`src/rtl/miriscv_pkg.sv`:
```
// miriscv_pkg: shared load/store funct3 encodings, LSU state type and bus lane helpers.
package miriscv_pkg;

    localparam logic [2:0] LS_B  = 3'b000;
    localparam logic [2:0] LS_H  = 3'b001;
    localparam logic [2:0] LS_W  = 3'b010;
    localparam logic [2:0] LS_BU = 3'b100;
    localparam logic [2:0] LS_HU = 3'b101;

    typedef enum logic [1:0] {IDLE, REQ, WAIT_RSP} lsu_state_t;

    function automatic logic [3:0] lsu_be(input logic [2:0] size, input logic [1:0] off);
        return size[1] ? 4'b1111 : size[0] ? 4'b0011 << off : 4'b0001 << off;
    endfunction

    function automatic logic [31:0] lsu_wdata(input logic [2:0] size, input logic [31:0] wdata);
        return size[1] ? wdata : size[0] ? {2{wdata[15:0]}} : {4{wdata[7:0]}};
    endfunction

endpackage

```
`src/rtl/miriscv_lsu_load_fmt.sv`:
```
// miriscv_lsu_load_fmt: picks the addressed lane of a read word and sign/zero-extends it.
module miriscv_lsu_load_fmt
    import miriscv_pkg::*;
(
    input  logic [31:0] rdata_i,
    input  logic [2:0]  size_i,
    input  logic [1:0]  off_i,
    output logic [31:0] data_o
);

    logic [7:0]  b;
    logic [15:0] h;

    always_comb begin
        b = 8'(rdata_i >> {off_i, 3'b000});
        h = off_i[1] ? rdata_i[31:16] : rdata_i[15:0];
        case (size_i)
            LS_B:    data_o = {{24{b[7]}}, b};
            LS_BU:   data_o = {24'd0, b};
            LS_H:    data_o = {{16{h[15]}}, h};
            LS_HU:   data_o = {16'd0, h};
            default: data_o = rdata_i;
        endcase
    end

endmodule

```
`src/rtl/miriscv_lsu.sv`:
```
// miriscv_lsu: single-outstanding load/store controller over a req/gnt/rvalid data bus,
// with alignment/funct3 traps, grant timeout and pipeline-kill handling.
module miriscv_lsu
    import miriscv_pkg::*;
#(
    parameter int GNT_TIMEOUT = 255
) (
    input  logic        clk_i,
    input  logic        arstn_i,
    input  logic        lsu_req_i,
    input  logic        lsu_we_i,
    input  logic [2:0]  lsu_size_i,
    input  logic [31:0] lsu_addr_i,
    input  logic [31:0] lsu_wdata_i,
    input  logic        lsu_kill_i,
    output logic        lsu_stall_o,
    output logic        lsu_valid_o,
    output logic [31:0] lsu_rdata_o,
    output logic        lsu_misaligned_o,
    output logic        lsu_illegal_o,
    output logic        lsu_bus_err_o,
    output logic        data_req_o,
    output logic        data_we_o,
    output logic [3:0]  data_be_o,
    output logic [31:0] data_addr_o,
    output logic [31:0] data_wdata_o,
    input  logic        data_gnt_i,
    input  logic        data_rvalid_i,
    input  logic [31:0] data_rdata_i
);

    localparam int CW = GNT_TIMEOUT > 1 ? $clog2(GNT_TIMEOUT) : 1;

    lsu_state_t    state_q, state_d;
    logic          we_q, kill_q, kill_d;
    logic [2:0]    size_q;
    logic [1:0]    off_q;
    logic [3:0]    be_q;
    logic [31:0]   addr_q, wdata_q, fmt_data;
    logic [CW-1:0] cnt_q, cnt_d;
    logic          idle, illegal, misal, req_ok, accept, timeout, rsp, dead;

    miriscv_lsu_load_fmt u_fmt (
        .rdata_i (data_rdata_i),
        .size_i  (size_q),
        .off_i   (off_q),
        .data_o  (fmt_data)
    );

    always_ff @(posedge clk_i or negedge arstn_i) begin
        if (!arstn_i) begin
            state_q <= IDLE;
            kill_q  <= 1'b0;
            cnt_q   <= '0;
            we_q    <= 1'b0;
            size_q  <= '0;
            off_q   <= '0;
            be_q    <= '0;
            addr_q  <= '0;
            wdata_q <= '0;
        end else begin
            state_q <= state_d;
            kill_q  <= kill_d;
            cnt_q   <= cnt_d;
            if (accept) begin
                we_q    <= lsu_we_i;
                size_q  <= lsu_size_i;
                off_q   <= lsu_addr_i[1:0];
                be_q    <= lsu_be(lsu_size_i, lsu_addr_i[1:0]);
                addr_q  <= {lsu_addr_i[31:2], 2'b00};
                wdata_q <= lsu_wdata(lsu_size_i, lsu_wdata_i);
            end
        end
    end

    always_comb begin
        idle    = state_q == IDLE;
        illegal = lsu_we_i ? lsu_size_i >= 3'b011 : lsu_size_i inside {3'b011, 3'b110, 3'b111};
        misal   = (lsu_size_i[1:0] == 2'b01 && lsu_addr_i[0]) ||
                  (lsu_size_i[1:0] == 2'b10 && lsu_addr_i[1:0] != 2'b00);
        req_ok  = idle && lsu_req_i && !lsu_kill_i;
        accept  = req_ok && !illegal && !misal;
        timeout = GNT_TIMEOUT != 0 && state_q == REQ && !data_gnt_i && cnt_q == CW'(GNT_TIMEOUT - 1);
        rsp     = data_rvalid_i && (state_q == WAIT_RSP || (state_q == REQ && data_gnt_i));
        // A killed transaction still drains its response, but nothing reaches the pipeline.
        dead    = lsu_kill_i || kill_q;
        state_d = state_q;
        case (state_q)
            IDLE:     state_d = accept ? REQ : IDLE;
            REQ:      state_d = data_gnt_i ? (data_rvalid_i ? IDLE : WAIT_RSP) :
                                (lsu_kill_i || timeout) ? IDLE : REQ;
            WAIT_RSP: state_d = data_rvalid_i ? IDLE : WAIT_RSP;
            default:  state_d = IDLE;
        endcase
        kill_d           = state_d != IDLE && dead;
        cnt_d            = (state_q == REQ && !data_gnt_i) ? cnt_q + 1'b1 : '0;
        lsu_illegal_o    = req_ok && illegal;
        lsu_misaligned_o = req_ok && !illegal && misal;
        lsu_bus_err_o    = timeout && !lsu_kill_i;
        lsu_valid_o      = rsp && !dead;
        lsu_rdata_o      = (lsu_valid_o && !we_q) ? fmt_data : '0;
        lsu_stall_o      = accept || (!idle && !dead && !rsp);
        data_req_o       = state_q == REQ;
        data_we_o        = we_q;
        data_be_o        = be_q;
        data_addr_o      = addr_q;
        data_wdata_o     = wdata_q;
    end

endmodule

```
`config.mk`:
```
export PLATFORM = sky130hd
export DESIGN_NAME = miriscv_lsu
export DESIGN_NICKNAME = d
export VERILOG_FILES = /design/src/rtl/miriscv_pkg.sv /design/src/rtl/miriscv_lsu_load_fmt.sv /design/src/rtl/miriscv_lsu.sv
export SDC_FILE = /design/constraint.sdc
export NUM_CORES = 1
export LEC_CHECK = 0
export BUFFER_PORTS_ARGS = -buffer_cell sky130_fd_sc_hd__buf_2
export CORE_MARGIN = 2
export CORE_UTILIZATION = 48
export CTS_BUF_LIST = sky130_fd_sc_hd__clkbuf_8
export DETAILED_ROUTE_END_ITERATION = 8
export PLACE_DENSITY = 0.83
export SYNTH_ARGS = -nofsm -noshare
export SYNTH_HDL_FRONTEND = slang
export SYNTH_SLANG_ARGS = --single-unit
```
`constraint.sdc`:
```
create_clock -name clk_i -period 2.7 [get_ports clk_i]
set_input_delay 0.54 -clock clk_i [delete_from_list [all_inputs] [get_ports clk_i]]
set_output_delay 0.54 -clock clk_i [all_outputs]
set_load 0.05 [all_outputs]
```
# Word level (Yosys, flattened, before mapping)
# Cells that the tools add are included.
# word_totals
latchBits	0
memories	0
output_inout_bits	107
mem_bits_rw	0
in_bits	106
word_cells	75
reg_bits	83
rom_bits	0
# op_classes
n_lt_le_gt_ge	1
n_addsub	1
n_div	0
n_mux	14
multipliers	0
eq_ne	11
reduce_logical	36
shift	3
n_bitwise	0
# ops
cell	n
32-bit case mux with 4 select lines	1
32-bit two-way mux	3
32-bit by 5-bit >> shifter with 8-bit output	1
1-bit logical AND	18
16-bit two-way mux	1
3-bit equality test, second input constant	4
8-bit by 1-bit adder with 8-bit output, second input constant	1
8-bit equality test, second input constant	1
1-bit logical NOT	8
4-bit two-way mux	2
8-bit two-way mux	1
2-bit case mux with 3 select lines	1
1-bit logical OR	5
2-bit by 1-bit equality test with 1-bit output, second input constant	2
2-bit equality test, second input constant	2
2-bit two-way mux	2
2-bit nonzero test	2
1-bit by 2-bit left shift with 4-bit output, first input constant	1
2-bit by 2-bit left shift with 4-bit output, first input constant	1
3-bit by 1-bit equality test with 1-bit output, second input constant	1
3-bit by 2-bit equality test with 1-bit output, second input constant	1
3-bit by 2-bit >= comparator with 1-bit output, second input constant	1
3-bit logical NOT	1
1-bit two-way mux	3
other kinds (2)	2

# Depth between registers and ports, before layout
# depth
ltp_word	10
depth_mapped	7
depth_no_buf	5

# Cells and area by module
# Synthesis repeated with hierarchy kept, for this count alone.
# hier_totals
cells_unflattened	428
hier_area_um2	4774.6
# modules_own_cells
mod	cells_per_inst	n_inst	area_per_inst_um2	seq_area_each_um2
miriscv_lsu	319	1	4146.5	2077.0
miriscv_lsu_load_fmt	109	1	628.1	0.0

# Worst setup path after synthesis
# Ideal clock, no wire load.
# synth_timing
path_kind	input to output
start	in data_rdata_i[23]
end	out lsu_rdata_o[10]
slack_ps	-401
n_path_buf	1
arrival_ps	2561
t_required_ps	2160
path_stages	5
path_cell_list	mux2i_1 > or4_1 > and3_1 > buf_6 > a221oi_1
# synth_via
elab_chain_cells	3
# synth_rtl
element	line	source
start, declared	miriscv_lsu.sv:29	input logic [31:0] data_rdata_i
32-bit by 5-bit >> shifter with 8-bit output	miriscv_lsu_load_fmt.sv:15	b = 8'(rdata_i >> {off_i, 3'b000});
32-bit case mux with 4 select lines	miriscv_lsu_load_fmt.sv:17	case (size_i)
32-bit two-way mux	miriscv_lsu.sv:101	lsu_rdata_o = (lsu_valid_o && !we_q) ? fmt_data : '0;
end, declared	miriscv_lsu.sv:18	output logic [31:0] lsu_rdata_o,
# Every way passes these cells.

# Worst setup path after layout
# layout_timing
start	reg size_q[0]
end	out lsu_rdata_o[6]
# layout_via
elab_chain_cells	3
elab_cells_between_ends	6
classes_between	eq/ne: 3; mux: 2; reduce/logical: 1
# layout_rtl
element	line	source
start, declared	miriscv_lsu.sv:36	logic [2:0] size_q;
start signal, assigned	miriscv_lsu.sv:67	size_q <= lsu_size_i;
3-bit equality test, or another cell as far along	miriscv_lsu_load_fmt.sv:17	
32-bit case mux with 4 select lines (*)	miriscv_lsu_load_fmt.sv:17	
32-bit two-way mux (*)	miriscv_lsu.sv:101	
# Mark *: on every way between the ends. The rest lies on a longest branch, timed or not.

==> metrics <==
worst endpoint required time 2.16 ns; depth of the worst register-to-register path 4; yosys warns 0; Slew @ Worst Pin 1.03 ns; core area 0.00872 sq mm; Peak Freq 383 MHz; Max H-tree Level 3; # nets final 747; DIE WIDTH 98.7 um; pre-CTS setup slack 0.142 ns; Inserted Diodes 0; DIE HEIGHT 98.7 um; Post-synth EDFFs 0; mean routed wirelength per cell 15.9 um; setup violators final 0; I/O pin count 213; clk buf depth 2; Area growth, synth to finish 33.0%; startpoint type of the worst setup path register; Sequential Area 0.00208 sq mm; area of the multi-input gates 0.00210 sq mm; synthesized flop and latch total 83; synth top area cells dfrtp_1, mux2_1, mux2i_1; clock sink count 83; endpoints failing hold 0; r2r startpoint state_q[1]; drt first pass iters 5; share of the synthesized area in the top cell type 48.2%; CP max FO 10; full die area 0.00974 sq mm; largest area contributor in the netlist dfrtp_1; CP Capture Type output pin; DR DRC count 0; Final ANT Viol Nets 0; synthesized area per cell 9.76 sq um; critical path class register to output pin; CTS root buf clkbuf_8; Reg2Reg Setup Slack 0.60 ns; Critical Path Max Stage Delay 0.41 ns; TritonCTS Buffers 9; Most used DFF post-synth dfrtp_1; Initial DRC Count 206; most frequent cells after synthesis dfrtp_1, nand2_1, nor2_1; CP arrival 2.07 ns; port buffer count 210; PD cells 854 mW/mm^2; Worst path top cell family by delay compound AO/OA/AOI/OAI gates; GP Congestion 1.05; dpl hpwl 9.09 mm; RR Endpoint data_addr_o[24]; postcts setup bufs 0; Pleak 2.98 nW; initial antenna violation count 1; number of global-route vias before repair 3999; Starting Density 49.4%; peak supply drop 661 uV; Post-Synthesis Cells 441; skew final 0.0108 ns; Distinct cells, synth 41; Placed Instances 736; Tcrit/Tclk final 96.7%; Rows 34; Final Slew Violations 0; Fillers 693; status finished, final reports clean; Post-synth ARST share 100%; Worst slew margin 31.4%; total track usage 24.4%; largest net degree at the start of global routing 103; layout cells sized above 1 42.2%; crit path cell chain buf_4, nand2b_1, a21oi_4, nor2_1, a211oi_2, clkbuf_4; Syn Std Cell Area 0.00431 sq mm; Total Power 4.89 mW; worst skew pair latency 0.34 ns; post-route setup slack 0.0886 ns; CP bufs+invs 2; first-pass GRT wire length 19.1 mm; CTS tree built; share of the yosys chip area belonging to registers 48.2%; CP max stage cell dfrtp_1; Total Wirelength 11.9 mm; vias 4076; hold crit path type primary input to asynchronous set/reset pin; grt ovf 0; count leader, synth dfrtp_1; DR vias/cell 5.42; post-layout min period 2.61 ns; Layout Cells excl Fill 752; Max Cap Violations 0; Worst-path clk slew 0.09 ns
registers in the layout, summed over array words and instances, names as in the netlist:
signal        count
data_addr_o      30
size_q            3
state_q           2
data_wdata_o     32
off_q             2
data_be_o         4
data_we_o         1
cnt_q             8
kill_q            1
worst register-to-register path, cell delays in order (launching register included):
cell and delay (ns):
dfrtp_1 0.44, nor4b_2 0.38, o211ai_1 0.19, buf_4 0.43
mux2_1 0.55
area by class of cell:
class	instances	share of cell area (%)
multi-input combinational	312	36.7
sequential	83	36.3
timing repair buffer	219	20.1
tap	108	2.36
clock buffer	9	2.16
clock inverter	7	1.44
inverter	14	0.940
placed cells by master (no fill, tap or decap), drive strengths merged, types with 5 or more instances in the layout:
master	netlist	routed
a211oi	8	8
a21oi	30	30
a221oi	7	7
buf	18	215
clkbuf	15	13
dfrtp	83	83
inv	13	17
mux2	45	45
mux2i	23	23
nand2	51	51
nor2	50	50
nor2b	8	8
o21ai	44	44
or3	7	7
xor2	5	5
per-layer routing:
layer / vias to the layer above / global-route usage, % / wire [um]
li1: 1920 / - / -
met1: 1927 / 27.6 / 4450
met2: 206 / 44.3 / 6250
met3: 21 / 6.74 / 1020
met4: 2 / 8.11 / 209
met5: - / 0 / 13
report_power, final:
part | switching [mW] | leakage [nW] | internal, mW
sequential | 0.175 | 1.03 | 1.54
clock | 0.470 | 0.104 | 0.445
combinational | 1.68 | 1.84 | 0.572
worst max-delay path by stage:
stage          depth (start not counted)         endpoint             start  slack, ns
6_report                               6   lsu_rdata_o[6]         size_q[0]       0.09
5_1_grt                                6   lsu_rdata_o[3]         size_q[0]     -0.004
4_1_cts                                4   lsu_rdata_o[9]         size_q[2]      0.006
3_5_place_dp                           6  lsu_rdata_o[15]   data_rdata_i[7]       0.14
3_3_place_gp                           6  lsu_rdata_o[15]  data_rdata_i[23]       0.18
2_1_floorplan                          5  lsu_rdata_o[10]  data_rdata_i[23]      -0.40
through the flow:
step                hold WS [ns]  setup TNS, ns  cell area [sq um]  util (%)
floorplan                  0.244          -2.40               4350         -
global placement           0.457              0               5420      62.2
detailed placement         0.466              0               5420      62.2
CTS                        0.381              0               5640      64.6
global route               0.375       -0.00439               5730      65.7
finish                     0.348              0               5730      65.7
cell families after synthesis:
| group | Yosys count | synth area share [%] |
|---|---|---|
| xor+xnor | 6 | 1.22 |
| simple gates | 136 | 14.1 |
| compound gates | 98 | 13.1 |
| flops | 83 | 48.2 |
| other cells | 1 | 0.0871 |
| buf+inv | 47 | 5.49 |
| mux | 68 | 17.1 |
| fa+ha+maj | 2 | 0.581 |
what timing repair did:
item | in CTS | in global routing
setup endpoints to repair | 31 | 31
gates resized for setup | 4 | 29
hold buffers | 0 | 0
Power figures use the tool's default switching activity.
